--- src/rtl/div_csv_uns_seq_pkg.sv ---
// rtl/div_csv_uns_seq_pkg.sv - shared types and helpers for the carry-save input divider
package div_csv_pkg;

  localparam int STATE_W = 2;

  typedef enum logic [STATE_W-1:0] {
    IDLE    = 2'd0,
    RESOLVE = 2'd1,
    DIVIDE  = 2'd2,
    DONE    = 2'd3
  } state_e;

  // Legal parameter combinations: 1 or 2 quotient bits per cycle, dividend
  // width a multiple of that, divisor no wider than the dividend.
  function automatic bit cfg_ok(input int width_z, input int width_d, input int bpc);
    return ((bpc == 1) || (bpc == 2)) && ((width_z % bpc) == 0) &&
           (width_d >= 1) && (width_d <= width_z);
  endfunction

endpackage

--- src/rtl/div_csv_uns_seq_if.sv ---
// rtl/div_csv_uns_seq_if.sv - operand/result handshake bundle for the divider
interface div_csv_uns_seq_if #(
  parameter int widthZ = 16,
  parameter int widthD = 8
);
  logic              in_valid_i;
  logic              in_ready_o;
  logic [widthZ-1:0] ZS_i;
  logic [widthZ-1:0] ZC_i;
  logic [widthD-1:0] D_i;
  logic              out_valid_o;
  logic              out_ready_i;
  logic [widthZ-1:0] Q_o;
  logic [widthD-1:0] R_o;
  logic              ovf_o;
  logic              dbz_o;

  // Producer/consumer side driving operands and accepting results
  modport master (
    output in_valid_i, ZS_i, ZC_i, D_i, out_ready_i,
    input  in_ready_o, out_valid_o, Q_o, R_o, ovf_o, dbz_o
  );

  // Divider side
  modport slave (
    input  in_valid_i, ZS_i, ZC_i, D_i, out_ready_i,
    output in_ready_o, out_valid_o, Q_o, R_o, ovf_o, dbz_o
  );
endinterface

--- src/rtl/div_csv_uns_seq_restore_step.sv ---
// rtl/div_csv_uns_seq_restore_step.sv - one combinational restoring-division step
module div_restore_step #(
  parameter int widthD = 8
) (
  input  logic [widthD:0]   p_i,
  input  logic              zbit_i,
  input  logic [widthD-1:0] d_i,
  output logic [widthD:0]   p_o,
  output logic              qbit_o
);

  logic [widthD+1:0] shifted;
  logic [widthD:0]   diff;

  // Shift in the next dividend bit and subtract D when it fits. The compare is
  // done at full width; the subtraction only needs widthD+1 bits because the
  // result is below D whenever it is kept.
  always_comb begin
    shifted = {p_i, zbit_i};
    diff    = shifted[widthD:0] - {1'b0, d_i};
    qbit_o  = (shifted >= {2'b00, d_i});
    p_o     = qbit_o ? diff : shifted[widthD:0];
  end

endmodule

--- src/rtl/div_csv_uns_seq.sv ---
// rtl/div_csv_uns_seq.sv - sequential unsigned divider with carry-save dividend
module div_csv_uns_seq
  import div_csv_pkg::*;
#(
  parameter int widthZ       = 16,
  parameter int widthD       = 8,
  parameter int bitsPerCycle = 1
) (
  input  logic clk_i,
  input  logic rst_i,
  div_csv_uns_seq_if.slave bus
);

  localparam int N_STEPS = widthZ / bitsPerCycle;
  localparam int CNT_W   = $clog2(N_STEPS + 1);

  generate
    if (!cfg_ok(widthZ, widthD, bitsPerCycle)) begin : g_bad_cfg
      $error("div_csv_uns_seq: bitsPerCycle must be 1 or 2, divide widthZ, and widthD <= widthZ");
    end
  endgenerate

  state_e state_q, state_d;

  logic [widthZ-1:0] zs_q, zc_q;
  logic [widthD-1:0] d_q;
  logic [widthZ-1:0] z_q;
  logic [widthD:0]   p_q;
  logic [CNT_W-1:0]  cnt_q;
  logic [widthZ-1:0] q_q;
  logic [widthD-1:0] r_q;
  logic              ovf_q;
  logic              dbz_q;

  logic [widthZ:0]         sum_w;
  logic                    d_zero;
  logic                    last_step;
  logic [widthD:0]         p_chain [0:bitsPerCycle];
  logic [bitsPerCycle-1:0] qbits;
  logic [widthZ-1:0]       z_next;
  logic                    in_ready_w;
  logic                    out_valid_w;

  assign sum_w     = {1'b0, zs_q} + {1'b0, zc_q};
  assign d_zero    = (d_q == '0);
  assign last_step = (cnt_q == CNT_W'(N_STEPS - 1));

  // Restoring steps chained MSB first; z_q shifts the consumed dividend bits
  // out of the top while quotient bits shift in at the bottom, so after the
  // last step z_next is the complete quotient.
  assign p_chain[0] = p_q;
  generate
    for (genvar k = 0; k < bitsPerCycle; k++) begin : g_step
      div_restore_step #(.widthD(widthD)) u_step (
        .p_i    (p_chain[k]),
        .zbit_i (z_q[widthZ-1-k]),
        .d_i    (d_q),
        .p_o    (p_chain[k+1]),
        .qbit_o (qbits[bitsPerCycle-1-k])
      );
    end
  endgenerate

  assign z_next = (z_q << bitsPerCycle) | widthZ'(qbits);

  // FSM state register
  always_ff @(posedge clk_i) begin
    if (rst_i) begin
      state_q <= IDLE;
    end else begin
      state_q <= state_d;
    end
  end

  // FSM next-state logic
  always_comb begin
    state_d = state_q;
    unique case (state_q)
      IDLE:    if (bus.in_valid_i) state_d = RESOLVE;
      RESOLVE: state_d = d_zero ? DONE : DIVIDE;
      DIVIDE:  if (last_step) state_d = DONE;
      DONE:    if (bus.out_ready_i) state_d = IDLE;
      default: state_d = IDLE;
    endcase
  end

  // FSM outputs, decoded from the state register only
  always_comb begin
    in_ready_w  = (state_q == IDLE);
    out_valid_w = (state_q == DONE);
  end

  // Operand capture, resolution, iteration and result registers
  always_ff @(posedge clk_i) begin
    if (rst_i) begin
      zs_q  <= '0;
      zc_q  <= '0;
      d_q   <= '0;
      z_q   <= '0;
      p_q   <= '0;
      cnt_q <= '0;
      q_q   <= '0;
      r_q   <= '0;
      ovf_q <= 1'b0;
      dbz_q <= 1'b0;
    end else begin
      unique case (state_q)
        IDLE: begin
          if (bus.in_valid_i) begin
            zs_q <= bus.ZS_i;
            zc_q <= bus.ZC_i;
            d_q  <= bus.D_i;
          end
        end
        RESOLVE: begin
          ovf_q <= sum_w[widthZ];
          z_q   <= sum_w[widthZ-1:0];
          p_q   <= '0;
          cnt_q <= '0;
          dbz_q <= d_zero;
          if (d_zero) begin
            q_q <= '1;
            r_q <= sum_w[widthD-1:0];
          end
        end
        DIVIDE: begin
          z_q   <= z_next;
          p_q   <= p_chain[bitsPerCycle];
          cnt_q <= cnt_q + CNT_W'(1);
          if (last_step) begin
            q_q <= z_next;
            r_q <= p_chain[bitsPerCycle][widthD-1:0];
          end
        end
        default: begin
        end
      endcase
    end
  end

  assign bus.in_ready_o  = in_ready_w;
  assign bus.out_valid_o = out_valid_w;
  assign bus.Q_o         = q_q;
  assign bus.R_o         = r_q;
  assign bus.ovf_o       = ovf_q;
  assign bus.dbz_o       = dbz_q;

endmodule

--- src/flat_wrapper.sv ---
// flat-port wrapper written by rule: the top's interface ports become plain ports
module div_csv_uns_seq_flat import div_csv_pkg::*;
#(
  parameter int widthZ       = 16,
  parameter int widthD       = 8,
  parameter int bitsPerCycle = 1
)
  (clk_i, rst_i, bus_in_valid_i, bus_ZS_i, bus_ZC_i, bus_D_i, bus_out_ready_i, bus_in_ready_o, bus_out_valid_o, bus_Q_o, bus_R_o, bus_ovf_o, bus_dbz_o);
  div_csv_uns_seq_if #(.widthZ(widthZ), .widthD(widthD)) bus_i ();
  input  logic clk_i;
  input  logic rst_i;
  input wire logic [$bits(bus_i.in_valid_i)-1:0] bus_in_valid_i;
  input wire logic [$bits(bus_i.ZS_i)-1:0] bus_ZS_i;
  input wire logic [$bits(bus_i.ZC_i)-1:0] bus_ZC_i;
  input wire logic [$bits(bus_i.D_i)-1:0] bus_D_i;
  input wire logic [$bits(bus_i.out_ready_i)-1:0] bus_out_ready_i;
  output wire logic [$bits(bus_i.in_ready_o)-1:0] bus_in_ready_o;
  output wire logic [$bits(bus_i.out_valid_o)-1:0] bus_out_valid_o;
  output wire logic [$bits(bus_i.Q_o)-1:0] bus_Q_o;
  output wire logic [$bits(bus_i.R_o)-1:0] bus_R_o;
  output wire logic [$bits(bus_i.ovf_o)-1:0] bus_ovf_o;
  output wire logic [$bits(bus_i.dbz_o)-1:0] bus_dbz_o;
  assign bus_i.in_valid_i = bus_in_valid_i;
  assign bus_i.ZS_i = bus_ZS_i;
  assign bus_i.ZC_i = bus_ZC_i;
  assign bus_i.D_i = bus_D_i;
  assign bus_i.out_ready_i = bus_out_ready_i;
  assign bus_in_ready_o = bus_i.in_ready_o;
  assign bus_out_valid_o = bus_i.out_valid_o;
  assign bus_Q_o = bus_i.Q_o;
  assign bus_R_o = bus_i.R_o;
  assign bus_ovf_o = bus_i.ovf_o;
  assign bus_dbz_o = bus_i.dbz_o;
  div_csv_uns_seq #(.widthZ(widthZ), .widthD(widthD), .bitsPerCycle(bitsPerCycle)) u_core (.clk_i(clk_i), .rst_i(rst_i), .bus(bus_i));
endmodule
--- config.mk ---
export PLATFORM = sky130hd
export DESIGN_NAME = div_csv_uns_seq_flat
export DESIGN_NICKNAME = d
export VERILOG_FILES = /design/src/rtl/div_csv_uns_seq_pkg.sv /design/src/rtl/div_csv_uns_seq_if.sv /design/src/rtl/div_csv_uns_seq_restore_step.sv /design/src/rtl/div_csv_uns_seq.sv /design/src/flat_wrapper.sv
export SDC_FILE = /design/constraint.sdc
export NUM_CORES = 1
export LEC_CHECK = 0
export BUFFER_PORTS_ARGS = -buffer_cell sky130_fd_sc_hd__buf_2
export CAP_MARGIN = 20
export CELL_PAD_IN_SITES_DETAIL_PLACEMENT = 0
export CELL_PAD_IN_SITES_GLOBAL_PLACEMENT = 1
export CORE_UTILIZATION = 43
export DETAILED_ROUTE_END_ITERATION = 8
export GPL_ROUTABILITY_DRIVEN = 0
export GPL_TIMING_DRIVEN = 0
export HOLD_SLACK_MARGIN = 0.1
export PLACE_DENSITY = 0.9
export SYNTH_ARGS = -nofsm -noshare
export SYNTH_HDL_FRONTEND = slang
export SYNTH_HIERARCHICAL = 1
export SYNTH_SLANG_ARGS = --single-unit
--- constraint.sdc ---
create_clock -name clk_i -period 2.7 [get_ports clk_i]
set_input_delay 0 -clock clk_i [delete_from_list [all_inputs] [get_ports clk_i]]
set_output_delay 0 -clock clk_i [all_outputs]
set_load 0.005 [all_outputs]
# Word level (Yosys, flattened, before mapping)
# Cells that the tools add are included.
# Widths: inputs -> output; s select.
[classes] addsub=3 n_mul=0 div_mod_pow=0 n_lt_le_gt_ge=1 eq_ne=8 shift=0 muxes=15 n_bitwise=1 n_reduce_logical=6
[op_table] operator="$pmux 16 s2" n=2
[op_table] operator="$mux 16" n=2
[op_table] operator="$pmux 9 s2" n=1
[op_table] operator="$add 16x16->17" n=1
[op_table] operator="$mux 8" n=2
[op_table] operator="$or 16x1->16" n=1
[op_table] operator="$pmux 8 s2" n=1
[op_table] operator="$ge 10x8->1" n=1
[op_table] operator="$pmux 5 s2" n=1
[op_table] operator="$mux 9" n=1
[op_table] operator="$sub 9x8->9" n=1
[op_table] operator="$logic_not 8->1" n=1
[op_table] operator="$pmux 2 s4" n=1
[op_table] operator="$mux 2" n=3
[op_table] operator="$reduce_and 3->1" n=2
[op_table] operator="$add 5x1->5 const B" n=1
[op_table] operator="$eq 5x4->1 const B" n=1
[op_table] operator="$eq 2x2->1 const B" n=2
[op_table] operator="$ne 2x1->1 const B" n=2
[op_table] operator="$ne 2x2->1 const B" n=2
[op_table] operator="$eq 2x1->1 const B" n=1
[op_table] operator="$logic_not 2->1" n=1
[op_table] operator="$reduce_and 2->1" n=1
[op_table] operator="$reduce_bool 2->1" n=1
[op_table] operator="$mux 1" n=1
[word_totals] register_bits=98 latchBits=0 ram_bits=0 mem_bits_ro=0 input_bits=44 output_inout_bits=28 elab_cells=45 n_memories=0

# Longest topological paths before layout
[depth] word_depth=4 ltp_mapped=13 mapped_depth_nobuf=12

# Modules after synthesis
# Netlist, hierarchy kept.
[by_module_without_submodules] mod="div_csv_uns_seq" instances=1 cells_per_inst=594 area_per_inst_um2=4824.6 seq_area_each_um2=1961.9
[by_module_without_submodules] mod="div_restore_step" instances=1 cells_per_inst=75 area_per_inst_um2=523.0 seq_area_each_um2=0.0

# Least setup slack after synthesis
# OpenSTA, ideal clock, no wires.
[synth_path] path_type="register -> register" start="register u_core.z_q[15]" end="register u_core.r_q[2] (netlist: u_core/bus.R_o[2])" setup_time_ns=0.128 t_arrival_ns=2.199 required_ns=2.572 slack_ns=0.374 stages_incl_launch_ff=13 n_path_buf=1 period_less_slack_ns=2.326 path_cell_list="dfxtp_1 > inv_1 > ha_1 > inv_1 > fa_1 > nand3_1 > a21oi_1 > nor4b_4 > buf_6 > o21ai_0 > mux2_2 > mux2i_1 > nor2_1"
[synth_rtl] element="from (decl)" line_no="div_csv_uns_seq.sv:27" rtl="logic [widthZ-1:0] z_q;"
[synth_rtl] element="from (signal assigned)" line_no="div_csv_uns_seq.sv:117" rtl="z_q <= sum_w[widthZ-1:0];"
[synth_rtl] element="from (signal assigned)" line_no="div_csv_uns_seq.sv:127" rtl="z_q <= z_next;"
[synth_rtl] element="to (signal assigned)" line_no="div_csv_uns_seq.sv:123" rtl="r_q <= sum_w[widthD-1:0];"
[synth_rtl] element="to (signal assigned)" line_no="div_csv_uns_seq.sv:132" rtl="r_q <= p_chain[bitsPerCycle][widthD-1:0];"
[synth_rtl] element="to (decl)" line_no="div_csv_uns_seq.sv:31" rtl="logic [widthD-1:0] r_q;"

==> report_table.html <==
<table>
<tr><th>Metric</th><th>Value</th></tr>
<tr><th colspan="2">GRT</th></tr>
<tr><td>Grt ovf</td><td>0</td></tr>
<tr><td>Maximum number of pins on one net before global-route repair</td><td>16</td></tr>
<tr><td>GRT Resource Usage Total</td><td>0.234</td></tr>
<tr><td>Vias in the first global route</td><td>4929</td></tr>
<tr><td>Initial antenna violation count</td><td>0</td></tr>
<tr><td>First-pass GRT wire length</td><td>23900 um</td></tr>
<tr><th colspan="2">Routing</th></tr>
<tr><td>Routed length per instance</td><td>15.3 um</td></tr>
<tr><td>Detail Route Antenna Nets</td><td>0</td></tr>
<tr><td>Overall via count from detail_route</td><td>5163</td></tr>
<tr><td>DR pass1 iterations</td><td>5</td></tr>
<tr><td>Total length of routed wires</td><td>14800 um</td></tr>
<tr><td>Post-detailed-route DRC marker count</td><td>0</td></tr>
<tr><td>1st-iter DRT viols</td><td>411</td></tr>
<tr><td>Via density</td><td>5.36</td></tr>
<tr><th colspan="2">Synth</th></tr>
<tr><td>Share of the synthesized area in the top cell type</td><td>0.367</td></tr>
<tr><td>Post-Synthesis Mean Instance Area</td><td>7.99 um2</td></tr>
<tr><td>Top cells by area, synth</td><td>sky130_fd_sc_hd__dfxtp_1 (37%), sky130_fd_sc_hd__a21oi_1 (8.9%), sky130_fd_sc_hd__nand2_1 (7.9%)</td></tr>
<tr><td>Share of flip-flops with an asynchronous set or reset after synthesis</td><td>0</td></tr>
<tr><td>Synth Warn #</td><td>6</td></tr>
<tr><td>Most area-hungry cell type in the Yosys netlist</td><td>sky130_fd_sc_hd__dfxtp_1</td></tr>
<tr><td>Dominant synthesized flop cell</td><td>sky130_fd_sc_hd__dfxtp_1</td></tr>
<tr><td>Number of nets in the synthesized netlist</td><td>745</td></tr>
<tr><td>Post-synthesis register bit count</td><td>98</td></tr>
<tr><td>Area of the mapped netlist</td><td>5350 um2</td></tr>
<tr><td>Count of flip-flops with a built-in enable after synthesis</td><td>0</td></tr>
<tr><td>Post-synthesis instance total</td><td>669</td></tr>
<tr><td>Number of distinct library cells after synthesis</td><td>63</td></tr>
<tr><td>Post-synthesis sequential area ratio</td><td>0.367</td></tr>
<tr><th colspan="2">Critical path</th></tr>
<tr><td>Biggest cell delay along the critical path</td><td>0.36 ns</td></tr>
<tr><td>Worst Path Class, Setup</td><td>flip-flop to flip-flop</td></tr>
<tr><td>Largest fanout on the critical path</td><td>5</td></tr>
<tr><td>Worst Path Buf+Inv</td><td>3</td></tr>
<tr><td>Top cell by count, worst path</td><td>sky130_fd_sc_hd__inv_1</td></tr>
<tr><td>Data arrival time of the critical path</td><td>2.74 ns</td></tr>
<tr><td>Worst Path Required</td><td>2.90 ns</td></tr>
<tr><td>Crit-path leading delay family</td><td>adder cells</td></tr>
<tr><td>Worst R2R Setup Slack</td><td>0.16 ns</td></tr>
<tr><td>CP Cell Sequence</td><td>inv_1 &gt; ha_1 &gt; inv_1 &gt; fa_2 &gt; nand3_2 &gt; a21oi_1 &gt; nor4b_4 &gt; buf_4 &gt; mux2_2 &gt; a21oi_2 &gt; a211oi_1</td></tr>
<tr><td>Crit path max-delay cell type</td><td>sky130_fd_sc_hd__fa_2</td></tr>
<tr><td>Launching element type of the critical path</td><td>flip-flop</td></tr>
<tr><td>Critical Path Sink Type</td><td>flip-flop</td></tr>
<tr><th colspan="2">Floorplan</th></tr>
<tr><td>Die outline area</td><td>12900 um2</td></tr>
<tr><td>Placeable core region</td><td>12100 um2</td></tr>
<tr><td>Number of cell rows</td><td>40</td></tr>
<tr><td>Die Span X</td><td>114 um</td></tr>
<tr><td>Die span in y</td><td>114 um</td></tr>
<tr><td>Number of placed I/O pins</td><td>72</td></tr>
<tr><td>Starting density of the core</td><td>0.443</td></tr>
<tr><th colspan="2">Timing</th></tr>
<tr><td>Maximum operating frequency</td><td>394 MHz</td></tr>
<tr><td>Max transition margin</td><td>0.558</td></tr>
<tr><td>Max-slew violations</td><td>0</td></tr>
<tr><td>Transition time of the tightest slew-check pin</td><td>0.663 ns</td></tr>
<tr><td>Total Negative Setup Slacks</td><td>0 ns</td></tr>
<tr><td>RSZ-0062 raised after global routing</td><td>no</td></tr>
<tr><td>Clock period minus final worst setup slack</td><td>2.54 ns</td></tr>
<tr><td>Final setup violation count</td><td>0</td></tr>
<tr><td>Max Clock Skew</td><td>0.00836 ns</td></tr>
<tr><td>Count of endpoints failing hold in the final timing report</td><td>0</td></tr>
<tr><td>Tcrit/Tclk final</td><td>0.941</td></tr>
<tr><th colspan="2">Clock network</th></tr>
<tr><td>Skew-Pair Late Insertion Delay</td><td>0.35 ns</td></tr>
<tr><td>Cell at the root of the clock tree</td><td>sky130_fd_sc_hd__clkbuf_16</td></tr>
<tr><td>Clock net sink count</td><td>98</td></tr>
<tr><td>Reg clk slew, reported paths</td><td>0.07 ns</td></tr>
<tr><td>Number of H-tree levels</td><td>3</td></tr>
<tr><td>Clock tree from TritonCTS</td><td>done</td></tr>
<tr><td>TritonCTS buffer count</td><td>9</td></tr>
<tr><td>Max clock buf depth</td><td>2</td></tr>
<tr><th colspan="2">Final layout</th></tr>
<tr><td>Fillcell total</td><td>1136</td></tr>
<tr><td>Layout cells sized above 1</td><td>0.155</td></tr>
<tr><td>Area growth syn-to-layout</td><td>23.7%</td></tr>
<tr><td>Number of antenna cells inserted</td><td>0</td></tr>
<tr><td>Final layout net count</td><td>868</td></tr>
<tr><td>Design Area, Final</td><td>6610 um2</td></tr>
<tr><th colspan="2">Place</th></tr>
<tr><td>HPWL reported at the end of detailed placement</td><td>11000 um</td></tr>
<tr><td>Count of buffers from port buffering</td><td>70</td></tr>
<tr><td>Placed Instance Area</td><td>5910 um2</td></tr>
<tr><th colspan="2">Pwr</th></tr>
<tr><td>Standby leakage power</td><td>2.66 nW</td></tr>
<tr><td>Pwr per Cell Area</td><td>953 nW/um2</td></tr>
<tr><td>Worst ir drop on vdd</td><td>401 uV</td></tr>
<tr><td>Post-layout total power</td><td>6.30 mW</td></tr>
<tr><th colspan="2">Run</th></tr>
<tr><td>Maximum capacitance violations</td><td>0</td></tr>
<tr><th colspan="2">Worst hold path</th></tr>
<tr><td>Hold/Removal Path Class</td><td>input port to flip-flop</td></tr>
<tr><th colspan="2">Run status</th></tr>
<tr><td>Status</td><td>finished, final reports clean</td></tr>
</table>
## through the flow
stage / setup WS (ns) / hold slack, ns / instances / utilization
final: 0.160 / 0.217 / 964 / 0.548
after floorplan: 0.374 / 0.136 / 669 / -
after global routing: 0.0360 / 0.269 / 964 / 0.548
after detailed placement: 0.0445 / 0.246 / 907 / 0.490
after CTS: 0.0205 / 0.205 / 962 / 0.545
after global placement: 0.0999 / 0.242 / 907 / 0.490
## final cells by class
cell class | instances | area [um2] | share of cell area
Sequential cell | 98 | 1960 | 0.297
Buffer | 45 | 206 | 0.0312
Tap cell | 168 | 210 | 0.0318
Inverter | 20 | 75.1 | 0.0114
Multi-Input combinational cell | 506 | 3130 | 0.473
Clock buffer | 10 | 239 | 0.0361
Clock inverter | 5 | 31.3 | 0.00473
Timing Repair Buffer | 112 | 763 | 0.115
## cell usage after synthesis, types with 4 or more instances
library cell	count
sky130_fd_sc_hd__nor2_1	47
sky130_fd_sc_hd__a311oi_1	4
sky130_fd_sc_hd__a21oi_1	95
sky130_fd_sc_hd__a21o_1	6
sky130_fd_sc_hd__o21ai_0	24
sky130_fd_sc_hd__xor2_1	6
sky130_fd_sc_hd__clkbuf_1	29
sky130_fd_sc_hd__buf_2	6
sky130_fd_sc_hd__a211oi_1	16
sky130_fd_sc_hd__and3_1	5
sky130_fd_sc_hd__dfxtp_1	98
sky130_fd_sc_hd__ha_1	30
sky130_fd_sc_hd__a211oi_2	4
sky130_fd_sc_hd__nand3_1	24
sky130_fd_sc_hd__inv_1	20
sky130_fd_sc_hd__nor3_1	8
sky130_fd_sc_hd__nand2b_1	28
sky130_fd_sc_hd__mux2i_1	6
sky130_fd_sc_hd__nor2b_1	11
sky130_fd_sc_hd__nand3b_1	6
sky130_fd_sc_hd__buf_1	5
sky130_fd_sc_hd__a31oi_1	4
sky130_fd_sc_hd__o211ai_1	4
sky130_fd_sc_hd__a311oi_2	5
sky130_fd_sc_hd__nand2_1	112
sky130_fd_sc_hd__nand4_1	4
sky130_fd_sc_hd__nand4b_1	4
## flip-flops by register name, summed over array words and instances (netlist names)
signal,cells
u_core/state_q,2
u_core/z_q,16
u_core/bus.ovf_o,1
u_core/bus.Q_o,16
u_core/cnt_q,5
u_core/zc_q,16
u_core/d_q,8
u_core/bus.R_o,8
u_core/bus.dbz_o,1
u_core/zs_q,16
u_core/p_q,9
## routing by layer
layer	GRT usage	wire length (um)
met5	0	0
met4	0.0807	275
met3	0.0340	665
met2	0.403	7110
met1	0.299	6730
## timing repair
| item | in CTS | in global routing |
|---|---|---|
| hold endpoints to repair | 40 | 0 |
| buffers inserted | 0 | 1 |
| setup endpoints to repair | 0 | 8 |
| resized for setup | 0 | 5 |
| hold buffers | 40 | 0 |
## power breakdown
part           total, mW  switching (mW)  internal (mW)  leakage [nW]
clock network       1.19           0.545          0.641         0.134
logic               3.08            1.84           1.24          1.72
registers           2.04           0.228           1.81         0.801
total               6.30            2.61           3.70          2.66
## worst reg2reg max path, delay by kind of cell, from the launching register on
kind            cells  cell delay (ns)
buf+inv             3             0.37
simple gates        2             0.46
compound gates      3             0.36
fa+ha+maj           2             0.54
mux                 1             0.36
flops               1             0.31
## placed cells by master (no fill, tap or decap), types with 4 or more instances in the layout
cell                            synthesis  routed
sky130_fd_sc_hd__nand3_1               24      23
sky130_fd_sc_hd__xor2_1                 6       6
sky130_fd_sc_hd__nor3_1                 8       8
sky130_fd_sc_hd__nand3b_1               6       6
sky130_fd_sc_hd__and3_1                 5       5
sky130_fd_sc_hd__buf_1                  5       5
sky130_fd_sc_hd__nor2b_1               11      11
sky130_fd_sc_hd__a21oi_1               95      94
sky130_fd_sc_hd__clkbuf_1              29      29
sky130_fd_sc_hd__a211oi_1              16      16
sky130_fd_sc_hd__clkbuf_16              0       9
sky130_fd_sc_hd__o21ai_0               24      24
sky130_fd_sc_hd__inv_1                 20      20
sky130_fd_sc_hd__dfxtp_1               98      98
sky130_fd_sc_hd__a31oi_1                4       4
sky130_fd_sc_hd__nand2b_1              28      28
sky130_fd_sc_hd__nor2_1                47      47
sky130_fd_sc_hd__a311oi_1               4       4
sky130_fd_sc_hd__buf_2                  6      77
sky130_fd_sc_hd__a211oi_2               4       4
sky130_fd_sc_hd__dlygate4sd3_1          0      40
sky130_fd_sc_hd__nand2_1              112     112
sky130_fd_sc_hd__nand4_1                4       4
sky130_fd_sc_hd__nand4b_1               4       4
sky130_fd_sc_hd__mux2i_1                6       5
sky130_fd_sc_hd__o211ai_1               4       4
sky130_fd_sc_hd__a311oi_2               5       5
sky130_fd_sc_hd__a21o_1                 6       6
sky130_fd_sc_hd__ha_1                  30      30
## kinds of logic after synthesis
| family | Yosys count | synth area share |
|---|---|---|
| and+or+nand+nor | 264 | 0.237 |
| AOI/OAI and AO/OA | 193 | 0.235 |
| DFF | 98 | 0.367 |
| buffers and inverters | 65 | 0.0526 |
| adders and majority gates | 32 | 0.0777 |
| muxes | 9 | 0.0175 |
| xor gates and xnor gates | 8 | 0.0131 |
## path summary, 6_finish.rpt
kind / start / end / cells after the start
max: u_core/z_q[15] / u_core/bus.R_o[1] / 11
max reg2reg: u_core/z_q[15] / u_core/bus.R_o[1] / 11
min: rst_i / u_core/z_q[11] / 3
min reg2reg: u_core/zs_q[6] / u_core/zs_q[6] / 2
Note: power is estimated with default switching activity, not from simulation.
